File: config.mk
export PLATFORM = sky130hd
export DESIGN_NAME = mem_wb_stage
export DESIGN_NICKNAME = d
export VERILOG_FILES = /design/src/rtl/mem_wb_stage_pkg.sv /design/src/rtl/mem_wb_stage_load_extend.sv /design/src/rtl/mem_wb_stage.sv
export SDC_FILE = /design/constraint.sdc
export NUM_CORES = 1
export LEC_CHECK = 0
export ABC_AREA = 1
export CORE_MARGIN = 4
export CORE_UTILIZATION = 40
export CTS_CLUSTER_DIAMETER = 50
export CTS_CLUSTER_SIZE = 10
export DETAILED_ROUTE_END_ITERATION = 16
export GPL_TIMING_DRIVEN = 0
export PLACE_DENSITY = 0.75
export REMOVE_ABC_BUFFERS = 1
export SYNTH_ARGS = -nofsm -noshare
export SYNTH_HDL_FRONTEND = slang
export SYNTH_SLANG_ARGS = --single-unit
File: constraint.sdc
create_clock -name clk -period 5.1 [get_ports clk]
set_clock_uncertainty 0.2 [all_clocks]
set_input_delay 1.02 -clock clk [delete_from_list [all_inputs] [get_ports clk]]
set_output_delay 1.02 -clock clk [all_outputs]
set_load 0.05 [all_outputs]
File: src/rtl/mem_wb_stage_pkg.sv
// Shared definitions for the MEM/WB pipeline register: load-size encodings
// and default datapath widths.
package mem_wb_stage_pkg;

  localparam int DEF_DATA_W = 32;
  localparam int DEF_REG_W  = 5;
  localparam int DEF_CNT_W  = 32;

  // 2'b11 is also treated as a word load.
  localparam logic [1:0] LD_BYTE = 2'b00;
  localparam logic [1:0] LD_HALF = 2'b01;
  localparam logic [1:0] LD_WORD = 2'b10;

endpackage : mem_wb_stage_pkg

File: src/rtl/mem_wb_stage_load_extend.sv
// Combinational load-extension unit: little-endian byte/half lane select with
// sign or zero extension. Used by mem_wb_stage only when MEMWB_LOAD_EXT_EN is defined.
module load_extend
  import mem_wb_stage_pkg::*;
(
  input  logic [31:0] mem_in,
  input  logic [1:0]  size,
  input  logic        ld_unsigned,
  input  logic [1:0]  addr_lo,
  output logic [31:0] value
);

  logic [7:0]  byte_sel;
  logic [15:0] half_sel;
  logic        fill;

  // NOTE: every signal written in an always_comb gets a default first so that no
  // path leaves it unassigned; otherwise synthesis infers a latch.
  always_comb begin
    byte_sel = mem_in[{addr_lo, 3'b000} +: 8];
    half_sel = mem_in[{addr_lo[1], 4'b0000} +: 16];
    fill     = 1'b0;
    value    = mem_in;
    case (size)
      LD_BYTE: begin
        fill  = ~ld_unsigned & byte_sel[7];
        value = {{24{fill}}, byte_sel};
      end
      LD_HALF: begin
        fill  = ~ld_unsigned & half_sel[15];
        value = {{16{fill}}, half_sel};
      end
      LD_WORD: value = mem_in;
      default: value = mem_in;
    endcase
  end

endmodule : load_extend

File: src/rtl/mem_wb_stage.sv
// MEM/WB pipeline register with valid tracking, stall/flush, r0 write gating and
// a retired-instruction counter. Define MEMWB_LOAD_EXT_EN for sub-word load extension.
module mem_wb_stage
  import mem_wb_stage_pkg::*;
#(
  parameter int DATA_W = DEF_DATA_W,
  parameter int REG_W  = DEF_REG_W,
  parameter int CNT_W  = DEF_CNT_W
) (
  input  logic              clk,
  input  logic              rst,
  input  logic              stall,
  input  logic              flush,
  input  logic              valid_in,
  input  logic              reg_we_in,
  input  logic              mem_to_reg_in,
  input  logic [DATA_W-1:0] alu_in,
  input  logic [DATA_W-1:0] mem_in,
  input  logic [REG_W-1:0]  rd_in,
  input  logic [1:0]        ld_size_in,
  input  logic              ld_unsigned_in,
  input  logic [1:0]        addr_lo_in,
  output logic              valid_out,
  output logic              reg_we_out,
  output logic [REG_W-1:0]  rd_out,
  output logic [DATA_W-1:0] wb_data_out,
  output logic [CNT_W-1:0]  retired_cnt
);

  logic [DATA_W-1:0] load_value;

`ifdef MEMWB_LOAD_EXT_EN
  // Extension unit is 32-bit only; DATA_W must be 32 in this build.
  load_extend u_load_extend (
    .mem_in      (mem_in),
    .size        (ld_size_in),
    .ld_unsigned (ld_unsigned_in),
    .addr_lo     (addr_lo_in),
    .value       (load_value)
  );
`else
  logic unused_ld_ctrl;
  assign unused_ld_ctrl = ^{ld_size_in, ld_unsigned_in, addr_lo_in};
  assign load_value     = mem_in;
`endif

  logic              valid_q, valid_d;
  logic              we_q,    we_d;
  logic [REG_W-1:0]  rd_q,    rd_d;
  logic [DATA_W-1:0] wb_q,    wb_d;
  logic [CNT_W-1:0]  cnt_q,   cnt_d;

  // Flush beats stall; stall holds everything; reset is applied in the flop block.
  always_comb begin
    valid_d = valid_q;
    we_d    = we_q;
    rd_d    = rd_q;
    wb_d    = wb_q;
    cnt_d   = cnt_q;
    if (flush) begin
      valid_d = 1'b0;
      we_d    = 1'b0;
    end else if (!stall) begin
      valid_d = valid_in;
      we_d    = reg_we_in & valid_in & (rd_in != '0);
      rd_d    = rd_in;
      wb_d    = mem_to_reg_in ? load_value : alu_in;
      cnt_d   = cnt_q + CNT_W'(valid_in);
    end
  end

  // NOTE: state registers use non-blocking assignments so every flop samples
  // pre-edge values regardless of statement order.
  always_ff @(posedge clk) begin
    if (rst) begin
      valid_q <= 1'b0;
      we_q    <= 1'b0;
      rd_q    <= '0;
      wb_q    <= '0;
      cnt_q   <= '0;
    end else begin
      valid_q <= valid_d;
      we_q    <= we_d;
      rd_q    <= rd_d;
      wb_q    <= wb_d;
      cnt_q   <= cnt_d;
    end
  end

  assign valid_out   = valid_q;
  assign reg_we_out  = we_q;
  assign rd_out      = rd_q;
  assign wb_data_out = wb_q;
  assign retired_cnt = cnt_q;

endmodule : mem_wb_stage

==> results of run 1 <==
[registers in the layout, summed over array words and instances (netlist names)]
register	count
retired_cnt	32
wb_data_out	32
rd_out	5
reg_we_out	1
valid_out	1
[metal layers]
layer / part of all wire, % / global-route usage, %
met2: 47 / 35.4
met5: 0 / 0
met3: 11 / 10.9
met1: 40 / 23.5
met4: 1.4 / 5.49
[cells in the final DEF, fill, tap and decap left out]
| cell | n |
|---|---|
| nand2_1 | 93 |
| nor2_1 | 60 |
| nor2_2 | 7 |
| clkdlybuf4s50_1 | 146 |
| and2_1 | 1 |
| nand4_1 | 7 |
| a21oi_1 | 81 |
| o21a_1 | 1 |
| dfxtp_1 | 71 |
| buf_12 | 1 |
| clkbuf_8 | 11 |
| o21ai_1 | 5 |
| o21ai_0 | 44 |
| nand3_1 | 24 |
| nand3_2 | 4 |
| nand2_2 | 3 |
| xnor2_1 | 2 |
| and3_2 | 1 |
| clkbuf_1 | 2 |
| clkinv_2 | 1 |
| nand2_4 | 1 |
| inv_2 | 5 |
| inv_1 | 36 |
| nand3b_4 | 1 |
| ha_1 | 3 |
| nor3_1 | 7 |
| nor2_4 | 8 |
| xor2_1 | 2 |
[logic make-up after synthesis]
kind of cell    after synthesis
simple gates                217
compound gates              131
fa+ha+maj                     3
buf+inv                      64
xor+xnor                      4
flops                        71
[worst max-delay path by stage]
stage                     slack [ns]               to          start  cells after the start
after floorplan                 2.36  retired_cnt[25]          stall                      6
after global placement          1.03  retired_cnt[25]          stall                      7
after detailed placement        1.10   wb_data_out[3]  mem_to_reg_in                      4
after CTS                       1.47   wb_data_out[3]  mem_to_reg_in                      4
after global routing            1.27   wb_data_out[3]  mem_to_reg_in                      4
final                           1.40   wb_data_out[3]  mem_to_reg_in                      4
[worst reg2reg max path, delay by kind of cell (launching register included)]
kind | cells | cell delay, ns
and+or+nand+nor | 7 | 0.78
buffers and inverters | 1 | 0.08
DFF | 1 | 0.38
adders and majority gates | 2 | 0.37
[per-stage QoR]
step | util (%) | power (mW) | cells
finish | 61.7 | 1.23 | 733
CTS | 61.7 | 1.24 | 733
global placement | 59.4 | 0.839 | 718
global route | 61.7 | 1.28 | 733
floorplan | - | 0.719 | 467
detailed placement | 59.7 | 0.844 | 719
[power by group]
part	internal (mW)	total, mW	switching [mW]	leakage, nW
clock	0.198	0.401	0.203	0.0854
sequential	0.575	0.587	0.0113	0.580
combinational	0.104	0.246	0.141	1.26
[layout make-up]
class                      count  area (µm²)  area share [%]
tap                          105         131            2.58
inverter                      41         154            3.02
clock inverter                 1        5.00          0.0983
multi-input combinational    355        1740            34.2
sequential                    71        1420            27.9
timing repair buffer         147        1480            29.1
clock buffer                  13         159            3.12
==> impl_metrics.json, run 1 <==
{
  "status": "finished clean",
  "setup_slack_ns": 1.40,
  "path_delay_family": "buffers and inverters",
  "hold_viol": 0,
  "cts_root_buf": "clkbuf_8",
  "hold_class": "flop to flop",
  "die_w_um": 100,
  "r2r-start": "retired_cnt[0]",
  "crit_chain": "clkdlybuf4s50_1 -> inv_1 -> a21oi_1 -> a21oi_1",
  "synthMuxAreaShare_pct": 0,
  "critPathKind": "input pin to flop",
  "async_flop_share_pct": 0,
  "ys_seq_area_share_pct": 41.7,
  "regToRegSetupSlack_ns": 3.22,
  "synthCells": 490,
  "start_kind": "input pin",
  "grt_first_pass_wirelength_um": 17100,
  "reg2reg_to": "retired_cnt[22]",
  "ant_nets": 0,
  "max_stage_delay_ns": 1.30,
  "ctsResizeCount": 0,
  "fin_crit_sh_pct": 72.6,
  "synth_most_common_cell": "nand2_1",
  "die_y_um": 100,
  "synth_area_leaders": "dfxtp_1 (42%), a21oi_1 (12%), nand2_1 (10%)",
  "dr.first_iter.drc_count": 102,
  "cts_sinks": 71,
  "grt_usage_pct": 21.1,
  "synth_common_cells": "nand2_1 (93), a21oi_1 (81), dfxtp_1 (71)",
  "crit_top_cell": "a21oi_1",
  "total_leakage_power_nw": 1.93,
  "max_cap_violations": 0,
  "drt-pass1-iter-count": 4,
  "ir_drop_uv": 168,
  "cts_tree": "yes",
  "antenna_cells": 0,
  "maxSlewViolCount": 0,
  "dpl_cell_area_um2": 4930,
  "syn_avg_cell_area_um2": 6.96,
  "cts_setup_buffers": 0,
  "wl_per_cell_um": 14.4,
  "yosysTopAreaCellShare_pct": 41.7,
  "vias_per_cell": 5.04,
  "fin_setup_tns_ns": 0,
  "ios": 152,
  "fin_nets": 709,
  "rsz0062_at_grt": "no",
  "grt_max_degree": 62,
  "worstPathRequired_ns": 5.13,
  "gp_congestion": 0.879,
  "vias": 3693,
  "fillerInstances": 759,
  "p_per_area_nw_per_um2": 242,
  "grt_pass1_vias": 3639,
  "dpl_worst_slack_ns": 1.10,
  "syn_area_um2": 3410,
  "fin_crit_ns": 3.70,
  "drc": 0,
  "tritoncts.num_buffers": 9,
  "synth_seq_cells": 71,
  "whs_endpoint": "reg_we_out",
  "synth_top_family_by_area": "simple AND/OR/NAND/NOR gates",
  "holdPathStages": 2,
  "synth_edf_count": 0,
  "hold-worst-slack_ns": 0.268,
  "r2r_cells": 10,
  "ctsHoldBuffers": 0,
  "antenna_found_initial": 0,
  "dieArea_um2": 10100,
  "synthAdderAreaFrac_pct": 1.10,
  "max_freq_mhz": 270,
  "htree_levels": 3,
  "yosys.cell_types.count": 26,
  "synth_flop_cell": "dfxtp_1",
  "syn_to_final_growth_pct": 49.3,
  "synth_xor_area_share_pct": 1.03,
  "io_buffers": 146,
  "hp-start": "reg_we_out",
  "end_kind": "flop",
  "clk_path_buf_depth": 2,
  "ys_warn_count": 0,
  "final_area_um2": 5090,
  "cts.clk_slew.worst_paths_ns": 0.07,
  "worst_pin_slew_ns": 1.25,
  "synth_area_leader_cell": "dfxtp_1",
  "drive_above_1_share_pct": 6.85,
  "grt_overflow_total": 0,
  "drt-total-wl_um": 10500,
  "core-area_um2": 8260,
  "cp_slowest_cell": "clkdlybuf4s50_1",
  "start_util_pct": 41.3,
  "worstPathArrival_ns": 3.73,
  "dpl.hpwl_um": 7620,
  "path_max_fanout": 33,
  "synthSimpleGateAreaFrac_pct": 29.5,
  "core.rowCount": 33,
  "finalSetupViolations": 0,
  "synth_compound_gate_area_share_pct": 19.3,
  "path_buf_inv": 2,
  "slew_headroom_pct": 16.5,
  "clkLatencyLatePin_ns": 0.35
}
No activity file was read; power rests on OpenSTA's default activity.
==> run 2: changes to the inputs <==
- CORE_UTILIZATION: 40 -> 38
- clock period: 5.1 -> 3.2 ns (I/O delays scaled with it)
==> run 2 against run 1 <==
- global-route usage fell by 0.45 points
- register-to-register slack got worse by 1.9 ns
- hold slack got worse by 0.0032 ns
- wire length rose by 3.6%
- power rose by 60%
- final area rose by 0.88%
- sequential share of layout area fell by 0.24 points
- cell count rose by 0.68%
- non-clock buffer count rose by 1
- core utilization fell by 2.8 points
- highest routed layer unchanged
==> impl_metrics.json, run 2 (synthesized netlist as in run 1, its figures left out) <==
{
  "start_kind": "input pin",
  "ant_nets": 0,
  "grt_max_degree": 43,
  "finalPower_mw": 1.97,
  "vias_per_cell": 5.08,
  "status": "finished clean",
  "dpl_worst_slack_ns": -0.348,
  "start_util_pct": 39.1,
  "slew_headroom_pct": 10.7,
  "die_y_um": 103,
  "cts_sinks": 71,
  "htree_levels": 3,
  "final_cell_mix": "clkdlybuf4s50_1 (145), nand2_1 (93), a21oi_1 (81)",
  "hold-worst-slack_ns": 0.265,
  "grt_first_pass_wirelength_um": 17100,
  "path_delay_family": "buffers and inverters",
  "syn_to_final_growth_pct": 50.6,
  "gp_congestion": 0.896,
  "cts_root_buf": "clkbuf_8",
  "p_comb_share_pct": 20.2,
  "swShare_pct": 28.9,
  "dieArea_um2": 10600,
  "setup_slack_ns": 0.444,
  "core-area_um2": 8720,
  "p_per_area_nw_per_um2": 384,
  "wl_per_cell_um": 14.8,
  "dr.first_iter.drc_count": 88,
  "final_area_um2": 5140,
  "die_w_um": 103,
  "hold_viol": 0,
  "antenna_found_initial": 0,
  "antenna_cells": 0,
  "fin_crit_sh_pct": 86.1,
  "worst_pin_slew_ns": 1.34,
  "drive_above_1_share_pct": 7.30,
  "critPathKind": "input pin to flop",
  "io_buffers": 146,
  "cts.clk_slew.worst_paths_ns": 0.07,
  "maxSlewViolCount": 0,
  "cts_tree": "yes",
  "fin_setup_tns_ns": 0,
  "layout_commonest_cell": "clkdlybuf4s50_1",
  "finalNonFillerCells": 738,
  "total_leakage_power_nw": 1.94,
  "path_buf_inv": 2,
  "end_kind": "flop",
  "ir_drop_uv": 206,
  "drc": 0,
  "tritoncts.num_buffers": 9,
  "worstPathRequired_ns": 3.22,
  "seq_power_share_pct": 47.4,
  "power_frac_clock_pct": 32.4,
  "worstPathArrival_ns": 2.78,
  "finalSetupViolations": 0,
  "top_usage_layer": "met2",
  "dpl_cell_area_um2": 4960,
  "hold_class": "flop to flop",
  "p_int_mw": 1.40,
  "dp.cells": 723,
  "fin_nets": 711,
  "core.rowCount": 34,
  "rsz0062_at_grt": "no",
  "switching_power_mw": 0.570,
  "max_stage_delay_ns": 0.97,
  "clkLatencyLatePin_ns": 0.33,
  "fin_crit_ns": 2.76,
  "grtUsageMet1_pct": 22.8,
  "crit_top_cell": "a21oi_1",
  "max_freq_mhz": 363,
  "ios": 152,
  "use_met2_pct": 34.5,
  "cts_setup_buffers": 0,
  "drt-total-wl_um": 10900,
  "cp_slowest_cell": "dlymetal6s2s_1",
  "crit_chain": "dlymetal6s2s_1 -> clkinvlp_4 -> a21oi_1 -> a21oi_1",
  "max_cap_violations": 0,
  "grt_pass1_vias": 3602,
  "grt_usage_pct": 20.6,
  "grt_overflow_total": 0,
  "fin_util_pct": 58.9,
  "met3_usage_pct": 9.88,
  "clk_path_buf_depth": 2,
  "drt-pass1-iter-count": 4,
  "fillerInstances": 795,
  "dpl.hpwl_um": 8050,
  "vias": 3750,
  "path_max_fanout": 34
}
==> run 2: cell count changes in the layout (fill, tap and decap cells not counted), sizes merged <==
cell	delta
buf	+1
clkdlybuf4s50	-1
inv	-1
dlymetal6s2s	+1
clkinvlp	+2
==> run 2: power by group through the flow <==
stage | combinational [mW] | clock, mW | sequential, mW
after detailed placement | 0.397 | 0 | 0.955
after global routing | 0.421 | 0.703 | 0.938
after floorplan | 0.0766 | 0 | 1.07
after CTS | 0.399 | 0.652 | 0.935
after global placement | 0.387 | 0 | 0.953
final | 0.399 | 0.639 | 0.934
==> run 2: cell type report <==
type / instances / area (µm²) / area share (%)
multi-input cells: 355 / 1740 / 33.9
repair buffers: 148 / 1510 / 29.4
flip-flops and latches: 71 / 1420 / 27.7
clock buffers: 13 / 159 / 3.09
inverters: 41 / 158 / 3.07
well taps: 108 / 135 / 2.63
repair inverters: 1 / 7.51 / 0.146
clock inverters: 1 / 5.00 / 0.0974
==> run 2: timing repair <==
action / CTS / global route
resized for setup: 0 / 3
hold buffers: 0 / 0
setup endpoints to repair: 0 / 32
==> run 2: final timing paths <==
check,slack (ns),startpoint,endpoint,depth (start not counted)
max,0.44,mem_to_reg_in,wb_data_out[18],4
min,0.26,reg_we_out,reg_we_out,2
max reg2reg,1.32,retired_cnt[0],retired_cnt[24],9
min reg2reg,0.26,reg_we_out,reg_we_out,2
==> run 2: worst min-delay path, cell delays in order, from the launching register on <==
cell and delay [ns]:
dfxtp_1 0.31, nand2_1 0.05, a21oi_1 0.06
==> run 2: routing by layer <==
metal  share of wire [%]  vias up
met1                  40     1715
met2                  47      129
met3                  11       20
met5                   0        -
li1                    -     1886
met4                 1.9        0
==> run 3: changes to the inputs <==
- CORE_ASPECT_RATIO: not set -> 0.6
- CORE_MARGIN: 4 -> 2
==> run 3 against run 2 <==
- hold slack better by 0.0022 ns
- via count rose by 1.2%
- clock power is 72% higher
- largest cell class unchanged
- final area rose by 3.2%
- first-iteration DRC count rose to 3.0 times the previous value
- power rose by 23%
- fmax is 7.7% lower
- highest routed layer unchanged
- combinational power barely moved
- sequential share of layout area down 0.85 points
- wire length up 2.2%
- critical path depth is the same
- cell count grew 0.81%
==> impl_metrics.json, run 3 (synthesized netlist as in run 1, its figures left out) <==
{
  "drt-pass1-iter-count": 5,
  "grt_usage_pct": 23.2,
  "max_stage_delay_ns": 1.13,
  "max_cap_violations": 0,
  "crit_chain": "dlygate4sd2_1 -> clkinvlp_4 -> a21oi_1 -> a21oi_1",
  "cp-startpoint": "mem_to_reg_in",
  "clkLatencyLatePin_ns": 0.33,
  "ant_nets": 0,
  "start_util_pct": 39.6,
  "r2r_cells": 9,
  "cts.clk_slew.worst_paths_ns": 0.05,
  "tritoncts.num_buffers": 9,
  "cts_sinks": 71,
  "dieArea_um2": 9780,
  "p_per_area_nw_per_um2": 458,
  "drc": 0,
  "maxSlewViolCount": 0,
  "fin_nets": 711,
  "r2r-start": "retired_cnt[0]",
  "vias": 3795,
  "grt_pass1_vias": 3694,
  "path_max_fanout": 34,
  "fin_crit_ns": 2.99,
  "core.rowCount": 26,
  "syn_to_final_growth_pct": 55.4,
  "drt-total-wl_um": 11200,
  "cts_root_buf": "clkbuf_16",
  "grt_max_degree": 47,
  "ctsHoldBuffers": 0,
  "grt_overflow_total": 0,
  "worstPathRequired_ns": 3.22,
  "p_comb_share_pct": 16.4,
  "worstPathArrival_ns": 3.00,
  "hold_viol": 0,
  "start_kind": "input pin",
  "die_y_um": 77.4,
  "crit_end": "wb_data_out[30]",
  "clk_path_buf_depth": 2,
  "slew_headroom_pct": 6.90,
  "htree_levels": 3,
  "switching_power_mw": 0.618,
  "regToRegSetupSlack_ns": 1.27,
  "cts_setup_buffers": 0,
  "dp.cells": 727,
  "grt_first_pass_wirelength_um": 18300,
  "worst_pin_slew_ns": 1.40,
  "max_freq_mhz": 335,
  "total_leakage_power_nw": 2.01,
  "antenna_cells": 0,
  "multi_input_area_um2": 1740,
  "cts_tree": "yes",
  "reg2reg_to": "retired_cnt[22]",
  "power_frac_clock_pct": 45.1,
  "final_cell_mix": "clkdlybuf4s50_1 (145), nand2_1 (93), a21oi_1 (81)",
  "fin_setup_tns_ns": 0,
  "critPathKind": "input pin to flop",
  "end_kind": "flop",
  "vias_per_cell": 5.10,
  "drive_above_1_share_pct": 7.59,
  "status": "finished clean",
  "gp_congestion": 0.858,
  "ir_drop_uv": 262,
  "ios": 152,
  "core-area_um2": 8620,
  "layout_commonest_cell": "clkdlybuf4s50_1",
  "wl_per_cell_um": 15.0,
  "dpl.hpwl_um": 7930,
  "finalNonFillerCells": 744,
  "finalPower_mw": 2.43,
  "fillerInstances": 798,
  "ctsResizeCount": 3,
  "hold_class": "flop to flop",
  "cp_slowest_cell": "dlygate4sd2_1",
  "p_int_mw": 1.81,
  "crit_top_cell": "a21oi_1",
  "io_buffers": 146,
  "swShare_pct": 25.4,
  "antenna_found_initial": 0,
  "dr.first_iter.drc_count": 268,
  "seq_power_share_pct": 38.5,
  "fin_crit_sh_pct": 93.3,
  "finalSetupViolations": 0,
  "seq_area_um2": 1420,
  "rsz0062_at_grt": "no",
  "die_w_um": 126
}
-- run 3: final cells by class --
type	count	area share (%)
timing repair inverter	1	0.142
clock inverter	3	1.23
inverter	41	2.97
timing repair buffer	148	28.4
multi-input combinational	355	32.9
tap	112	2.64
clock buffer	13	4.91
sequential	71	26.8
-- run 3: worst min path at each step --
| stage | startpoint | to | cells after the start |
|---|---|---|---|
| floorplan | reg_we_out | reg_we_out | 2 |
| global placement | reg_we_out | reg_we_out | 2 |
| detailed placement | reg_we_out | reg_we_out | 2 |
| CTS | reg_we_out | reg_we_out | 2 |
| global route | reg_we_out | reg_we_out | 2 |
| finish | reg_we_out | reg_we_out | 2 |
-- run 3: routing by layer --
metal | global-route usage, % | wire length (µm) | vias to the layer above
met3 | 6.55 | 807 | 12
met1 | 32.0 | 5470 | 1748
met5 | 0 | 0 | -
met2 | 36.4 | 4730 | 154
li1 | - | - | 1881
met4 | 5.27 | 138 | 0
-- run 3: metrics by stage --
step	cell area [µm²]	util, %	setup slack [ns]	hold WS, ns
after detailed placement	4970	57.6	-0.423	0.265
after floorplan	3310	-	0.836	0.468
after CTS	5300	61.5	0.251	0.272
final	5300	61.5	0.215	0.267
after global routing	5300	61.5	0.0396	0.279
after global placement	4910	57.0	-0.617	0.243
-- run 3: worst max-delay path, delay by kind of cell --
| family | cells | cell delay (ns) |
|---|---|---|
| compound gates | 2 | 0.38 |
| buf+inv | 2 | 1.96 |
-- run 3: power groups by stage --
| stage | Clock [mW] | Sequential, mW | Combinational [mW] |
|---|---|---|---|
| after floorplan | 0 | 1.07 | 0.0766 |
| after global placement | 0 | 0.952 | 0.384 |
| after detailed placement | 0 | 0.954 | 0.397 |
| after CTS | 1.12 | 0.935 | 0.400 |
| after global routing | 1.16 | 0.938 | 0.423 |
| final | 1.10 | 0.935 | 0.399 |
